<file path="src/rtl/io_timer_pkg.sv">
// Shared time-base constants and types for the IO timer blocks.
// The microsecond counter imports the same constant, so both time bases stay identical.
package io_timer_pkg;

  localparam int unsigned SYS_CLK_HZ       = 50_000_000;
  localparam int unsigned CLKS_PER_US_DFLT = SYS_CLK_HZ / 1_000_000;

  typedef enum logic {
    ST_IDLE     = 1'b0,
    ST_COUNTING = 1'b1
  } timer_state_e;

endpackage

</file>
<file path="src/rtl/us_prescaler.sv">
// Mod-CLKS_PER_US counter with enable and synchronous clear.
// o_tick is a one-cycle pulse during the terminal-count cycle.
module us_prescaler
  import io_timer_pkg::*;
#(
  parameter int unsigned CLKS_PER_US = CLKS_PER_US_DFLT
) (
  input  logic clk,
  input  logic reset,
  input  logic i_en,
  input  logic i_clr,
  output logic o_tick
);

  localparam int unsigned CW = (CLKS_PER_US > 2) ? $clog2(CLKS_PER_US) : 1;
  localparam logic [CW-1:0] TC = CW'(CLKS_PER_US - 1);

  logic [CW-1:0] r_cnt;
  logic          w_tick;

  assign w_tick = i_en && (r_cnt == TC);
  assign o_tick = w_tick;

  always_ff @(posedge clk) begin
    if (reset || i_clr) begin
      r_cnt <= '0;
    end else if (i_en) begin
      r_cnt <= w_tick ? '0 : r_cnt + 1'b1;
    end
  end

endmodule

</file>
<file path="src/rtl/us_timer.sv">
// Programmable microsecond countdown timer, one-shot or auto-reload, with one-cycle irq on expiry.
//   state       | meaning
//   ST_IDLE     | no countdown in progress, remaining = 0
//   ST_COUNTING | counting down, remaining >= 1, prescaler running
module us_timer
  import io_timer_pkg::*;
#(
  parameter int unsigned CLKS_PER_US = CLKS_PER_US_DFLT,
  parameter int unsigned WIDTH       = 32
) (
  input  logic             clk,
  input  logic             reset,
  input  logic             value_we,
  input  logic [WIDTH-1:0] value_in,
  input  logic             periodic,
  input  logic             start,
  input  logic             stop,
  output logic             busy,
  output logic [WIDTH-1:0] remaining,
  output logic             irq
);

  timer_state_e     r_state, w_state_nxt;
  logic [WIDTH-1:0] r_remaining, w_remaining_nxt;
  logic [WIDTH-1:0] r_reload, w_reload_nxt;
  logic             r_periodic, w_periodic_nxt;
  logic             r_irq, w_irq_nxt;
  logic [WIDTH-1:0] w_start_val;
  logic             w_busy;
  logic             w_tick;

  assign w_busy = (r_state == ST_COUNTING);

  us_prescaler #(
    .CLKS_PER_US (CLKS_PER_US)
  ) u_prescaler (
    .clk    (clk),
    .reset  (reset),
    .i_en   (w_busy),
    .i_clr  (stop | start),
    .o_tick (w_tick)
  );

  // A write in the same cycle as start is what start loads.
  assign w_start_val = value_we ? value_in : r_reload;

  always_comb begin
    w_state_nxt     = r_state;
    w_remaining_nxt = r_remaining;
    w_reload_nxt    = value_we ? value_in : r_reload;
    w_periodic_nxt  = r_periodic;
    w_irq_nxt       = 1'b0;

    if (stop) begin
      w_state_nxt     = ST_IDLE;
      w_remaining_nxt = '0;
    end else if (start) begin
      w_periodic_nxt = periodic;
      if (w_start_val != '0) begin
        w_state_nxt     = ST_COUNTING;
        w_remaining_nxt = w_start_val;
      end else begin
        w_state_nxt     = ST_IDLE;
        w_remaining_nxt = '0;
        w_irq_nxt       = 1'b1;
      end
    end else if (w_busy && w_tick) begin
      if (r_remaining > WIDTH'(1)) begin
        w_remaining_nxt = r_remaining - 1'b1;
      end else begin
        w_irq_nxt = 1'b1;
        // A zero reload cannot sustain a period, so it degrades to one-shot expiry.
        if (r_periodic && (r_reload != '0)) begin
          w_remaining_nxt = r_reload;
        end else begin
          w_state_nxt     = ST_IDLE;
          w_remaining_nxt = '0;
        end
      end
    end
  end

  always_ff @(posedge clk) begin
    if (reset) begin
      r_state     <= ST_IDLE;
      r_remaining <= '0;
      r_reload    <= '0;
      r_periodic  <= 1'b0;
      r_irq       <= 1'b0;
    end else begin
      r_state     <= w_state_nxt;
      r_remaining <= w_remaining_nxt;
      r_reload    <= w_reload_nxt;
      r_periodic  <= w_periodic_nxt;
      r_irq       <= w_irq_nxt;
    end
  end

  assign busy      = w_busy;
  assign remaining = r_remaining;
  assign irq       = r_irq;

endmodule

</file>
<file path="config.mk">
export PLATFORM = sky130hd
export DESIGN_NAME = us_timer
export DESIGN_NICKNAME = d
export VERILOG_FILES = /design/src/rtl/io_timer_pkg.sv /design/src/rtl/us_prescaler.sv /design/src/rtl/us_timer.sv
export SDC_FILE = /design/constraint.sdc
export NUM_CORES = 1
export LEC_CHECK = 0
export ABC_AREA = 0
export BUFFER_PORTS_ARGS = -buffer_cell sky130_fd_sc_hd__clkbuf_2
export CAP_MARGIN = 20
export CORE_UTILIZATION = 55
export DETAILED_ROUTE_END_ITERATION = 7
export PLACE_DENSITY = 0.86
export SETUP_SLACK_MARGIN = 0.5
export SYNTH_ARGS = -nofsm -noshare
export SYNTH_HDL_FRONTEND = slang
export SYNTH_SLANG_ARGS = --single-unit
</file>
<file path="constraint.sdc">
create_clock -name clk -period 2.77 [get_ports clk]
set_input_delay 0.277 -clock clk [delete_from_list [all_inputs] [get_ports clk]]
set_output_delay 0.277 -clock clk [all_outputs]
set_load 0.01 [all_outputs]
</file>
* Word level (Yosys, flattened, before mapping) *
Index checks and enable logic that the tools add are counted.

storage, ports and cells
  input bits = 38
  flip-flop bits (word level) = 73
  output and inout bits = 34
  logic and storage cells = 40

operators by class
  add/subtract/negate cells = 2
  reduce and logical (&&, ||, !) cells = 10
  muxes and demuxes = 16
  bitwise operators = 2
  magnitude comparators = 1
  equality and inequality tests = 3

operator list
  kind                                                                    count
  32-bit two-way mux                                                      6
  32-bit nonzero test                                                     2
  32-bit by 1-bit > comparator with 1-bit output (second input constant)  1
  32-bit by 1-bit subtractor with 32-bit output (second input constant)   1
  1-bit two-way mux                                                       9
  6-bit by 1-bit adder with 6-bit output (second input constant)          1
  6-bit equality test (second input constant)                             1
  6-bit two-way mux                                                       1
  2-bit inequality test (second input constant)                           2
  1-bit logical AND                                                       3
  3-bit AND reduction                                                     1
  2-bit AND reduction                                                     1
  2-bit nonzero test                                                      1
  2-bit OR reduction                                                      1
  1-bit logical OR                                                        1
  1-bit NOT                                                               1
  1-bit OR                                                                1

* Longest topological paths before layout *
Gate-level depths: netlist of the first run.

  depth after elaboration = 6
  mapped depth = 10
  depth with buffers taken out = 8

* By module *
From an unflattened synthesis of the first run, not the netlist that was laid out.

second synthesis, totals
  cells, all modules = 512
  area, all modules = 4210.3 sq um

modules (own cells, without submodules)
  module        area each (sq um)  sequential area each (sq um)  cells an instance  instances
  us_timer      3898.7             1341.3                        479                1
  us_prescaler  311.5              120.1                         33                 1

* Worst setup path after synthesis of the first run *
OpenSTA, ideal clock, no wires.

  kind = reg-to-reg
  start = register r_remaining[2], in the netlist remaining[2]
  end = register r_remaining[30], in the netlist remaining[30]
  cell stages (with the launch flop) = 9
  required time = 2.712 ns
  slack = 0.230 ns
  arrival time = 2.482 ns
  clock period less this slack = 2.540 ns
  library setup time = 0.058 ns
  buffers on the path = 2
  path through = dfxtp_1 or4_4 buf_6 or3_1 buf_6 or3_1 or4_1 a31oi_1 a221o_2

between the ends
  cells in the longest elaborated chain, start to end = 4
  elaborated cells on any way between the ends = 5
  classes of those cells = add/sub (1); order compare (1); mux (3)

ends and longest elaborated chain
  what                                                                                                             line                            text
  from (decl)                                                                                                      us_timer.sv:24                  logic [WIDTH-1:0] r_remaining, w_remaining_nxt;
  from (signal assigned)                                                                                           us_timer.sv:92                  r_remaining <= w_remaining_nxt;
  32-bit by 1-bit subtractor with 32-bit output or 32-bit by 1-bit > comparator with 1-bit output (tied branches)  us_timer.sv:69, us_timer.sv:68
  32-bit two-way mux (*)                                                                                           us_timer.sv:68                  if (r_remaining > WIDTH'(1)) begin
  32-bit two-way mux (*)                                                                                           us_timer.sv:67                  end else if (w_busy && w_tick) begin
  32-bit two-way mux (*)                                                                                           us_timer.sv:57                  end else if (start) begin

Mark *: on every way between the ends. The rest lies on a longest branch, timed or not. The select of a mux whose other input is x is not followed.
A chain may end at the register's enable or synchronous reset.

* Final worst setup path of the first run *
Ends and elaborated chain as after synthesis.

==> results.txt, run 1 <==
Final min period -> 2.680 ns
Num Clock Sinks -> 73
Pre-Repair DR Iteration Count -> 8
multi-input logic area -> 3093 µm²
Final Skew -> 0.009013 ns
Post-Layout Cell Count -> 753
reg-to-reg setup timing slack -> 0.09 ns
YS warnings -> 0
Post-Synthesis Cells -> 529
HP Class -> in -> reg
reg-to-reg startpoint -> remaining[2]$_SDFFE_PP0P_
crit-path max FO -> 5
PortBufs -> 71
post-synthesis async set-or-reset flop share -> 0%
sequential power share -> 40.0%
Worst Setup End Kind -> flop
Mean Syn Cell Area -> 8.037 µm²
Hold Path Stages -> 2
area delta synth->final -> 38.70%
Die Y -> 89.92 µm
setup TNS -> 0 ns
Post-Route M1 WL -> 6655 µm
CTS Buffer Depth -> 2
switching power -> 1.059 mW
unrepaired setup endpoints after global routing -> true
register area share after synthesis -> 34.37%
Final setup viols -> 0
fmax -> 373.1 MHz
Synth area leader -> dfxtp_1
Pleak -> 2.440 nW
initial antenna violation count -> 0
area occupied by registers -> 1490 µm²
Nets -> 692
final instance area -> 5897 µm²
Residual DRC -> 0
htree depth -> 3
outcome -> completed
uppermost layer routed -> met4
Post-Route WL -> 18040 µm
clock-pin slew on the worst setup and hold paths -> 0.08 ns
Rows -> 31
1st-iter DRT viols -> 983
synthesized area -> 4252 µm²
largest net degree at the start of global routing -> 33
Max VDD drop -> 0.3761 mV
Slew @ Worst Pin -> 0.6343 ns
Post-CTS Hold Fix Bufs -> 0
number of routed nets with antenna violations -> 0
Worst-Skew Late Latency -> 0.36 ns
power per cell area -> 491.1 nW/µm²
DIE AREA -> 8086 µm²
GR Util All Layers -> 40.01%
top post-synthesis cells by area -> dfxtp_1 34%, mux2i_1 6.8%, nor2_1 6.2%
layout cells sized above 1 -> 40.98%
total gr overflow -> 0
Critical Path RT -> 3.08 ns
Antenna diodes -> 0
CTS Buf Count -> 9
vias post-DR -> 5399
WL per Instance -> 23.95 µm
total power -> 2.896 mW
Final Cycle Share -> 96.75%
worst reg2reg path endpoint -> remaining[30]$_SDFFE_PP0P_
Root Buffer Master -> clkbuf_8
clock share of power -> 26.8%
RD Place Congestion -> 1.036
switching fraction of total power -> 36.59%
number of global-route vias before repair -> 4695
max-cap violation count -> 0
hpwl dp -> 11510 µm
Vias/cell -> 7.170
dpl cells -> 697
max_slew headroom -> 57.56%
Synth Flop Type -> dfxtp_1
IO Pins -> 72
post-synth top area share -> 34.37%
Comb pwr share -> 33.2%
Core Region -> 7370 µm²
Final Hold Vio Count -> 0
critical setup path kind -> reg -> reg
Worst Setup EP -> remaining[30]$_SDFFE_PP0P_
area post-placement -> 4863 µm²
worst endpoint data arrival time -> 2.99 ns
fin util -> 80.02%
synth unique cells -> 58
Initial Util -> 57.69%
syn_nets -> 571
Int Pwr -> 1.836 mW
Worst R2R Path Depth -> 8
met3 routed WL -> 2764 µm
CTS tree -> yes
Setup crit start -> remaining[2]$_SDFFE_PP0P_
Worst setup SP type -> flop
Synth Register Bits -> 73
Die W -> 89.92 µm
number of max-slew violations in the final report -> 0
Post-synth EDFFs -> 0
routed wl met2 -> 7603 µm
Fillers -> 493
first-pass GRT wire length -> 25280 µm
-- layer usage --
metal / up-vias / track usage [%]
met5: - / 0
met4: 0 / 17.88
met3: 142 / 13.20
met2: 541 / 60.13
met1: 2476 / 52.19
li1: 2240 / -
-- cell usage after synthesis, drive strengths merged, types with 2 or more instances --
master   number
a211oi        3
ha            4
a22oi         4
a21oi        37
a31oi        15
a2111oi       3
nor2b         5
nor3b         3
o221ai        2
nor2         70
mux2          4
or3           7
a31o          2
o21a          2
o31ai         6
and2          4
buf          16
nand4         7
and3         11
a32oi         2
o41ai         2
o22ai         2
nand3b        4
nor4         29
xor2         11
or2          10
a221o         2
or4          11
clkbuf       18
inv           8
xnor2         4
a21o          3
nand3        17
nand2        17
nand2b        3
a41o          2
mux2i        29
dfxtp        73
o211ai       10
nor3         15
o21ai        41
a221oi        4
-- cell type report --
class	instances	share of cell area, %
multi-input combinational	414	52.45
sequential	73	25.27
clock inverter	6	0.7002
clock buffer	9	2.101
timing repair buffer	143	16.80
inverter	9	0.5729
tap	99	2.101
-- what timing repair did --
action,in CTS,in global routing
setup buffers,16,23
endpoints found under the setup margin,33,38
pin swaps,18,44
gates resized for setup,43,85
cloned,1,1
-- worst max-delay path: stages (launching register included) --
cell     delay [ns]
dfxtp_4        0.37
or4_4          0.56
buf_4          0.18
nor2_1         0.37
and4b_2        0.41
buf_6          0.13
nand3_1        0.17
a31oi_4        0.28
a221o_2        0.14
-- registers in the layout (all words and copies together) (netlist names) --
signal             flops
irq                    1
r_reload              32
busy                   1
r_periodic             1
remaining             32
u_prescaler.r_cnt      6
-- cell families (layout without fill, tap and decap cells) --
| logic type | after synthesis | after routing | synth area share [%] |
|---|---|---|---|
| simple gates | 217 | 218 | 27.37 |
| compound gates | 144 | 144 | 21.40 |
| flops | 73 | 73 | 34.37 |
| buf+inv | 43 | 167 | 4.709 |
| mux | 33 | 33 | 7.887 |
| xor+xnor | 15 | 15 | 3.090 |
| fa+ha+maj | 4 | 4 | 1.177 |
-- worst min-delay path by stage --
stage                                    to         start
floorplan           r_reload[11]$_SDFF_PP0_  value_in[11]
global placement    r_periodic$_SDFFE_PP0P_         reset
detailed placement  r_periodic$_SDFFE_PP0P_         reset
CTS                 r_periodic$_SDFFE_PP0P_         reset
global route        r_periodic$_SDFFE_PP0P_         reset
finish              r_periodic$_SDFFE_PP0P_         reset
-- per-stage QoR --
| stage | worst slack [ns] | hold WS [ns] |
|---|---|---|
| 6_report | 0.08990 | 0.1272 |
| 5_1_grt | 0.1416 | 0.1324 |
| 4_1_cts | 0.2608 | 0.1219 |
| 3_5_place_dp | 0.1489 | 0.4941 |
| 3_3_place_gp | 0.1985 | 0.4792 |
| 2_1_floorplan | 0.2686 | 0.4245 |
-- layout by cell type (no fill, tap or decap), types with 8 or more instances in the layout --
cell type  netlist  layout
buf_4            5      56
dfxtp_1         73      62
buf_6            2      12
mux2i_1         29      29
clkbuf_2         0      71
nor3_1          15       8
a21oi_2          0       8
a31oi_1         15      12
inv_1            8       8
nand2_1         17      16
clkbuf_8         0       9
nor2_1          70      65
nor4_1          28      17
xor2_1          11      11
o211ai_1        10      10
o21ai_0         41      23
a21oi_1         37      29
or2_2           10       8
nand3_1         17      14
and3_1          11       8
or4_4            1      10
o21ai_1          0      12
-- power by group through the flow --
| stage | clock network [mW] | registers [mW] | logic [mW] |
|---|---|---|---|
| after global routing | 0.816 | 1.16 | 0.995 |
| after detailed placement | 0 | 1.17 | 0.617 |
| after floorplan | 0 | 1.17 | 0.423 |
| final | 0.775 | 1.16 | 0.962 |
| after CTS | 0.757 | 1.15 | 0.729 |
| after global placement | 0 | 1.17 | 0.613 |
No activity file was read; power rests on OpenSTA's default activity.
==> inputs of run 2 (changes only) <==
--- a/config.mk
+++ b/config.mk
@@ -14,4 +14,5 @@
 export SETUP_SLACK_MARGIN = 0.5
 export SYNTH_ARGS = -nofsm -noshare
 export SYNTH_HDL_FRONTEND = slang
+export SYNTH_HIERARCHICAL = 1
 export SYNTH_SLANG_ARGS = --single-unit
==> results.txt, run 2 <==
htree depth -> 3 (unchanged)
reg-to-reg setup timing slack -> 0.47 ns (was 0.09 ns)
Pre-Repair DR Iteration Count -> 5 (was 8)
Final Cycle Share -> 82.99% (was 96.75%)
layout cells sized above 1 -> 31.38% (was 40.98%)
WP buf/inv -> 1 (was 2)
CTS Buffer Depth -> 2 (unchanged)
Synth area leader -> dfxtp_1 (unchanged)
Final Skew -> 0.01139 ns (was 0.009013 ns)
worst reg2reg path endpoint -> remaining[1]$_SDFFE_PP0P_ (was remaining[30]$_SDFFE_PP0P_)
Root Buffer Master -> clkbuf_8 (unchanged)
synth cell count leaders -> 73 x dfxtp_1, 46 x nor2_1, 39 x nand2_1 (was 73 x dfxtp_1, 70 x nor2_1, 41 x o21ai_0)
Mean Syn Cell Area -> 8.223 µm² (was 8.037 µm²)
Post-Layout Cell Count -> 714 (was 753)
Nets -> 652 (was 692)
Critical Path RT -> 3.03 ns (was 3.08 ns)
crit-path max FO -> 5 (unchanged)
register area share after synthesis -> 34.71% (was 34.37%)
commonest non-fill, non-tap cells in the layout -> 71 x clkbuf_2, 69 x dfxtp_1, 48 x buf_4 (was 71 x clkbuf_2, 65 x nor2_1, 62 x dfxtp_1)
Post-Synthesis Cells -> 512 (was 529)
Synth Register Bits -> 73 (unchanged)
Initial Util -> 57.43% (was 57.69%)
clock-pin slew on the worst setup and hold paths -> 0.08 ns (about the same)
Comb pwr share -> 26.2% (was 33.2%)
initial antenna violation count -> 0 (unchanged)
synth unique cells -> 69 (was 58)
Synth Flop Type -> dfxtp_1 (unchanged)
Pleak -> 2.226 nW (was 2.440 nW)
critical setup path kind -> reg -> reg (unchanged)
number of routed nets with antenna violations -> 0 (unchanged)
Residual DRC -> 0 (unchanged)
setup TNS -> 0 ns (unchanged)
Post-Route WL -> 15190 µm (was 18040 µm)
number of max-slew violations in the final report -> 0 (unchanged)
top post-synthesis cells by area -> dfxtp_1 35%, mux2i_1 5.7%, a21oi_1 4.4% (was dfxtp_1 34%, mux2i_1 6.8%, nor2_1 6.2%)
Worst-Skew Late Latency -> 0.36 ns (about the same)
WL per Instance -> 21.28 µm (was 23.95 µm)
max_slew headroom -> 48.54% (was 57.56%)
slowest stage cell on the critical path -> a31oi_1 (was or4_4)
sequential power share -> 42.0% (was 40.0%)
Fillers -> 554 (was 493)
WHS -> 0.1615 ns (was 0.1272 ns)
first-pass GRT wire length -> 22680 µm (was 25280 µm)
Final min period -> 2.299 ns (was 2.680 ns)
Rows -> 31 (unchanged)
unrepaired setup endpoints after global routing -> true (unchanged)
Final Hold Vio Count -> 0 (unchanged)
post-synthesis async set-or-reset flop share -> 0% (unchanged)
Worst setup SP type -> flop (unchanged)
syn_nets -> 554 (was 571)
CTS tree -> yes (unchanged)
critical path cell sequence -> inv_4 -> ha_1 -> o21ba_2 -> and4b_2 -> a31oi_1 -> a221o_1 -> a21oi_1 -> a211oi_1 (was or4_4 -> buf_4 -> nor2_1 -> and4b_2 -> buf_6 -> nand3_1 -> a31oi_4 -> a221o_2)
IO Pins -> 72 (unchanged)
total gr overflow -> 0 (unchanged)
top-count cell post-synth -> dfxtp_1 (unchanged)
synthesized area -> 4210 µm² (was 4252 µm²)
Die Y -> 89.50 µm (was 89.92 µm)
final instance area -> 5288 µm² (was 5897 µm²)
YS warnings -> 6 (was 0)
HP Class -> in -> reg (unchanged)
area delta synth->final -> 25.59% (was 38.70%)
Worst path top cell family by delay -> compound AO/OA/AOI/OAI gates (was simple AND/OR/NAND/NOR gates)
number of global-route vias before repair -> 4358 (was 4695)
Hold Path Stages -> 3 (was 2)
area post-placement -> 4827 µm² (was 4863 µm²)
dpl cells -> 683 (was 697)
Worst R2R Path Depth -> 8 (unchanged)
Worst Setup End Kind -> flop (unchanged)
fmax -> 435.0 MHz (was 373.1 MHz)
min-delay src -> periodic (was reset)
Core Region -> 7331 µm² (was 7370 µm²)
Vias/cell -> 6.790 (was 7.170)
total power -> 2.779 mW (was 2.896 mW)
1st-iter DRT viols -> 581 (was 983)
DIE AREA -> 8009 µm² (was 8086 µm²)
reg-to-reg startpoint -> remaining[1]$_SDFFE_PP0P_ (was remaining[2]$_SDFFE_PP0P_)
vias post-DR -> 4848 (was 5399)
RD Place Congestion -> 1.002 (was 1.036)
Final setup viols -> 0 (unchanged)
switching fraction of total power -> 33.69% (was 36.59%)
Post-CTS Hold Fix Bufs -> 0 (unchanged)
slowest stage delay, CP -> 0.61 ns (was 0.56 ns)
clock share of power -> 31.8% (was 26.8%)
Slew @ Worst Pin -> 0.7683 ns (was 0.6343 ns)
Num Clock Sinks -> 73 (unchanged)
hpwl dp -> 10710 µm (was 11510 µm)
PortBufs -> 71 (unchanged)
worst endpoint data arrival time -> 2.56 ns (was 2.99 ns)
power per cell area -> 525.7 nW/µm² (was 491.1 nW/µm²)
commonest non-fill, non-tap cell in the layout -> clkbuf_2 (unchanged)
Die W -> 89.50 µm (was 89.92 µm)
outcome -> completed (unchanged)
Antenna diodes -> 0 (unchanged)
switching power -> 0.9365 mW (was 1.059 mW)
Hold Path End -> r_periodic$_SDFFE_PP0P_ (unchanged)
post-synth top area share -> 34.71% (was 34.37%)
Post-synth EDFFs -> 0 (unchanged)
area occupied by registers -> 1471 µm² (was 1490 µm²)
Max VDD drop -> 0.2888 mV (was 0.3761 mV)
CTS Buf Count -> 9 (unchanged)
multi-input logic area -> 2725 µm² (was 3093 µm²)
Int Pwr -> 1.843 mW (was 1.836 mW)
GR Util All Layers -> 38.75% (was 40.01%)
max-cap violation count -> 0 (unchanged)
largest net degree at the start of global routing -> 37 (was 33)
run 2: cell count changes after synthesis, sizes merged, moves of 10 or more:
cell / change
nor2: -23
nand2: +22
nor3: +14
nor4: -10
o21ai: -21
run 2: worst max path at each step:
stage	start	endpoint	cells after the start
floorplan	remaining[1]$_SDFFE_PP0P_	remaining[30]$_SDFFE_PP0P_	9
global placement	remaining[10]$_SDFFE_PP0P_	remaining[29]$_SDFFE_PP0P_	6
detailed placement	remaining[1]$_SDFFE_PP0P_	remaining[30]$_SDFFE_PP0P_	8
CTS	remaining[0]$_SDFFE_PP0P_	remaining[30]$_SDFFE_PP0P_	8
global route	remaining[1]$_SDFFE_PP0P_	remaining[30]$_SDFFE_PP0P_	8
finish	remaining[1]$_SDFFE_PP0P_	remaining[1]$_SDFFE_PP0P_	8
run 2: cells by family after synthesis:
logic type	share of synthesized area (%)
fa+ha+maj	1.189
flops	34.71
simple gates	26.39
compound gates	22.70
xor+xnor	2.912
buf+inv	3.982
mux	8.113
run 2: final cells by class:
| cell class | count | area share, % |
|---|---|---|
| Clock inverter | 6 | 1.278 |
| Sequential cell | 73 | 27.83 |
| Clock buffer | 10 | 2.603 |
| Multi-Input combinational cell | 398 | 51.54 |
| Tap cell | 99 | 2.343 |
| Inverter | 8 | 0.6626 |
| Timing Repair Buffer | 120 | 13.75 |
run 2: what timing repair did:
| item | CTS | global route |
|---|---|---|
| gates cloned | 0 | 0 |
| buffers inserted | 6 | 9 |
| endpoints found under the setup margin | 8 | 24 |
| resized for setup | 11 | 25 |
| pin swaps | 3 | 11 |
run 2: tightest hold or removal path, delay by kind of cell:
kind                   cells  cell delay (ns)
buffers and inverters      1             0.08
AO/OA/AOI/OAI              1             0.05
AND/OR/NAND/NOR            1             0.07
run 2: through the flow:
| step | util (%) | worst slack (ns) |
|---|---|---|
| 2_1_floorplan | - | 0.3812 |
| 3_3_place_gp | 65.85 | 0.3524 |
| 3_5_place_dp | 65.85 | 0.3182 |
| 4_1_cts | 69.91 | 0.4841 |
| 5_1_grt | 72.13 | 0.4055 |
| 6_report | 72.13 | 0.4712 |
run 2: routing by layer:
layer / part of all wire [%] / vias to the layer above / global-route usage, %
met5: 0 / - / 0
met4: 4.2 / 0 / 18.90
met3: 13 / 70 / 8.033
met2: 44 / 412 / 58.22
met1: 39 / 2223 / 52.89
li1: - / 2143 / -
run 2: power groups by stage:
stage               combinational, mW  sequential [mW]  clock, mW
global placement                0.628             1.18          0
CTS                             0.661             1.16      0.885
detailed placement              0.631             1.18          0
global route                    0.774             1.17      0.928
finish                          0.728             1.17      0.884
floorplan                       0.409             1.18          0
==> inputs of run 3 (changes only) <==
--- a/config.mk
+++ b/config.mk
@@ -8,9 +8,9 @@
 export ABC_AREA = 0
 export BUFFER_PORTS_ARGS = -buffer_cell sky130_fd_sc_hd__clkbuf_2
 export CAP_MARGIN = 20
-export CORE_UTILIZATION = 55
+export CORE_UTILIZATION = 51
 export DETAILED_ROUTE_END_ITERATION = 7
-export PLACE_DENSITY = 0.86
+export PLACE_DENSITY = 0.84
 export SETUP_SLACK_MARGIN = 0.5
 export SYNTH_ARGS = -nofsm -noshare
 export SYNTH_HDL_FRONTEND = slang
==> constraint.sdc (replaced) <==
create_clock -name clk -period 2.1 [get_ports clk]
set_input_delay 0.21 -clock clk [delete_from_list [all_inputs] [get_ports clk]]
set_output_delay 0.21 -clock clk [all_outputs]
set_load 0.01 [all_outputs]
==> results.txt, run 3 (synthesis results as in run 2) <==
Core Region -> 7848 µm² (was 7331 µm²)
total gr overflow -> 0 (unchanged)
number of max-slew violations in the final report -> 0 (unchanged)
Residual DRC -> 1 (was 0)
hpwl dp -> 12720 µm (was 10710 µm)
switching power -> 1.527 mW (was 0.9365 mW)
commonest non-fill, non-tap cells in the layout -> 109 x buf_4, 71 x clkbuf_2, 59 x dfxtp_1 (was 71 x clkbuf_2, 69 x dfxtp_1, 48 x buf_4)
Die W -> 92.86 µm (was 89.50 µm)
multi-input logic area -> 3211 µm² (was 2725 µm²)
outcome -> finished with violations (was completed)
crit-path max FO -> 5 (unchanged)
worst endpoint data arrival time -> 2.66 ns (was 2.56 ns)
setup TNS -> -4.031 ns (was 0 ns)
Pleak -> 2.794 nW (was 2.226 nW)
switching fraction of total power -> 36.53% (was 33.69%)
fin util -> 83.94% (was 72.13%)
DIE AREA -> 8623 µm² (was 8009 µm²)
Num Clock Sinks -> 73 (unchanged)
CP dominant cell by count -> buf_4
WP buf/inv -> 4 (was 1)
CTS Buffer Depth -> 2 (unchanged)
Fillers -> 454 (was 554)
RD Place Congestion -> 0.9891 (was 1.002)
final instance area -> 6588 µm² (was 5288 µm²)
area occupied by registers -> 1484 µm² (was 1471 µm²)
Post-Route WL -> 20910 µm (was 15190 µm)
Worst path top cell family by delay -> compound AO/OA/AOI/OAI gates (unchanged)
Final Hold Vio Count -> 0 (unchanged)
Initial Util -> 53.65% (was 57.43%)
Die Y -> 92.86 µm (was 89.50 µm)
Post-CTS Hold Fix Bufs -> 0 (unchanged)
1st-iter DRT viols -> 1020 (was 581)
first-pass GRT wire length -> 28680 µm (was 22680 µm)
CTS Buf Count -> 9 (unchanged)
final worst-path setup slack -> -0.3334 ns (was 0.4712 ns)
IO Pins -> 72 (unchanged)
Slew @ Worst Pin -> 0.4912 ns (was 0.7683 ns)
Comb pwr share -> 35.2% (was 26.2%)
vias post-DR -> 5788 (was 4848)
CTS tree -> yes (unchanged)
sequential power share -> 36.7% (was 42.0%)
Worst Setup End Kind -> flop (unchanged)
Nets -> 738 (was 652)
Final Skew -> 0.01506 ns (was 0.01139 ns)
Final min period -> 2.433 ns (was 2.299 ns)
number of routed nets with antenna violations -> 0 (unchanged)
Final Cycle Share -> 115.9% (was 82.99%)
area delta synth->final -> 56.46% (was 25.59%)
Max VDD drop -> 0.5135 mV (was 0.2888 mV)
WHS -> 0.1535 ns (was 0.1615 ns)
number of global-route vias before repair -> 5335 (was 4358)
PortBufs -> 71 (unchanged)
Worst-Skew Late Latency -> 0.37 ns (was 0.36 ns)
Int Pwr -> 2.654 mW (was 1.843 mW)
max-cap violation count -> 0 (unchanged)
Vias/cell -> 7.208 (was 6.790)
unrepaired setup endpoints after global routing -> true (unchanged)
power per cell area -> 634.7 nW/µm² (was 525.7 nW/µm²)
Critical Path RT -> 2.33 ns (was 3.03 ns)
Rows -> 32 (was 31)
Final setup viols -> 32 (was 0)
slowest stage cell on the critical path -> dfxtp_4 (was a31oi_1)
Root Buffer Master -> clkbuf_8 (unchanged)
Worst setup SP type -> flop (unchanged)
slowest stage delay, CP -> 0.36 ns (was 0.61 ns)
HP Class -> in -> reg (unchanged)
layout cells sized above 1 -> 48.64% (was 31.38%)
GR Util All Layers -> 43.89% (was 38.75%)
clock share of power -> 28.1% (was 31.8%)
fmax -> 410.9 MHz (was 435.0 MHz)
critical path cell sequence -> inv_4 -> buf_4 -> ha_4 -> o21ba_2 -> and4b_2 -> buf_4 -> nand3_4 -> o32ai_2 -> buf_4 -> a21oi_1 -> a211oi_1 (was inv_4 -> ha_1 -> o21ba_2 -> and4b_2 -> a31oi_1 -> a221o_1 -> a21oi_1 -> a211oi_1)
failing checks -> DRC, setup timing
commonest non-fill, non-tap cell in the layout -> buf_4 (was clkbuf_2)
largest net degree at the start of global routing -> 37 (unchanged)
WL per Instance -> 26.03 µm (was 21.28 µm)
clock-pin slew on the worst setup and hold paths -> 0.09 ns (was 0.08 ns)
max_slew headroom -> 66.32% (was 48.54%)
Pre-Repair DR Iteration Count -> 8 (was 5)
initial antenna violation count -> 0 (unchanged)
Antenna diodes -> 0 (unchanged)
area post-placement -> 5579 µm² (was 4827 µm²)
htree depth -> 3 (unchanged)
critical setup path kind -> reg -> reg (unchanged)
==> run 3: cell count changes in the layout (fill, tap and decap cells not counted), moves of 6 or more <==
cell,previous run,this run
a21oi_1,36,27
buf_4,48,109
a221oi_1,8,2
nor4_4,1,9
dfxtp_1,69,59
buf_8,0,6
dfxtp_2,2,12
buf_6,1,16
a221oi_2,0,6
a21oi_2,1,9
==> run 3: through the flow <==
| stage | power [mW] | setup WS [ns] | instances |
|---|---|---|---|
| 2_1_floorplan | 2.147 | -0.2888 | 512 |
| 3_3_place_gp | 2.585 | -0.1077 | 766 |
| 3_5_place_dp | 2.609 | -0.1703 | 766 |
| 4_1_cts | 3.911 | -0.09304 | 793 |
| 5_1_grt | 4.275 | -0.3915 | 803 |
| 6_report | 4.181 | -0.3334 | 803 |
==> run 3: cell type report <==
class	count	area share (%)
sequential	73	22.53
multi-input combinational	398	48.74
clock inverter	4	0.4938
tap	102	1.937
clock buffer	12	2.526
inverter	8	0.5318
timing repair buffer	206	23.25
==> run 3: worst paths after layout <==
kind / start / cells past startpoint / slack [ns] / to
max reg2reg: remaining[1]$_SDFFE_PP0P_ / 11 / -0.33 / remaining[1]$_SDFFE_PP0P_
max: remaining[1]$_SDFFE_PP0P_ / 11 / -0.33 / remaining[1]$_SDFFE_PP0P_
min reg2reg: r_reload[11]$_SDFF_PP0_ / 2 / 0.53 / remaining[11]$_SDFFE_PP0P_
min: value_in[5] / 3 / 0.15 / r_reload[5]$_SDFF_PP0_
==> run 3: worst reg2reg max path: cells and delay by family (launching register included) <==
family	cells	cell delay, ns
and+or+nand+nor	2	0.41
DFF	1	0.36
adders and majority gates	1	0.14
AOI/OAI and AO/OA	4	0.84
buffers and inverters	4	0.56
==> run 3: what timing repair did <==
| item | CTS | global route |
|---|---|---|
| gates resized for setup | 81 | 49 |
| gates cloned | 1 | 0 |
| pin swaps | 38 | 33 |
| setup endpoints to repair | 34 | 40 |
| setup buffers | 10 | 10 |
==> run 3: layer usage <==
metal	track usage, %	vias up	routed length, µm
met3	13.14	237	2846
met1	53.75	2606	7246
met4	22.82	0	1950
li1	-	2311	-
met2	69.18	634	8862
met5	0	-	0
==> run 3: power groups by stage <==
stage | registers, mW | logic (mW) | clock network, mW
after detailed placement | 1.54 | 1.07 | 0
after global placement | 1.53 | 1.05 | 0
after floorplan | 1.56 | 0.590 | 0
after global routing | 1.53 | 1.53 | 1.21
after CTS | 1.51 | 1.26 | 1.14
final | 1.53 | 1.47 | 1.17
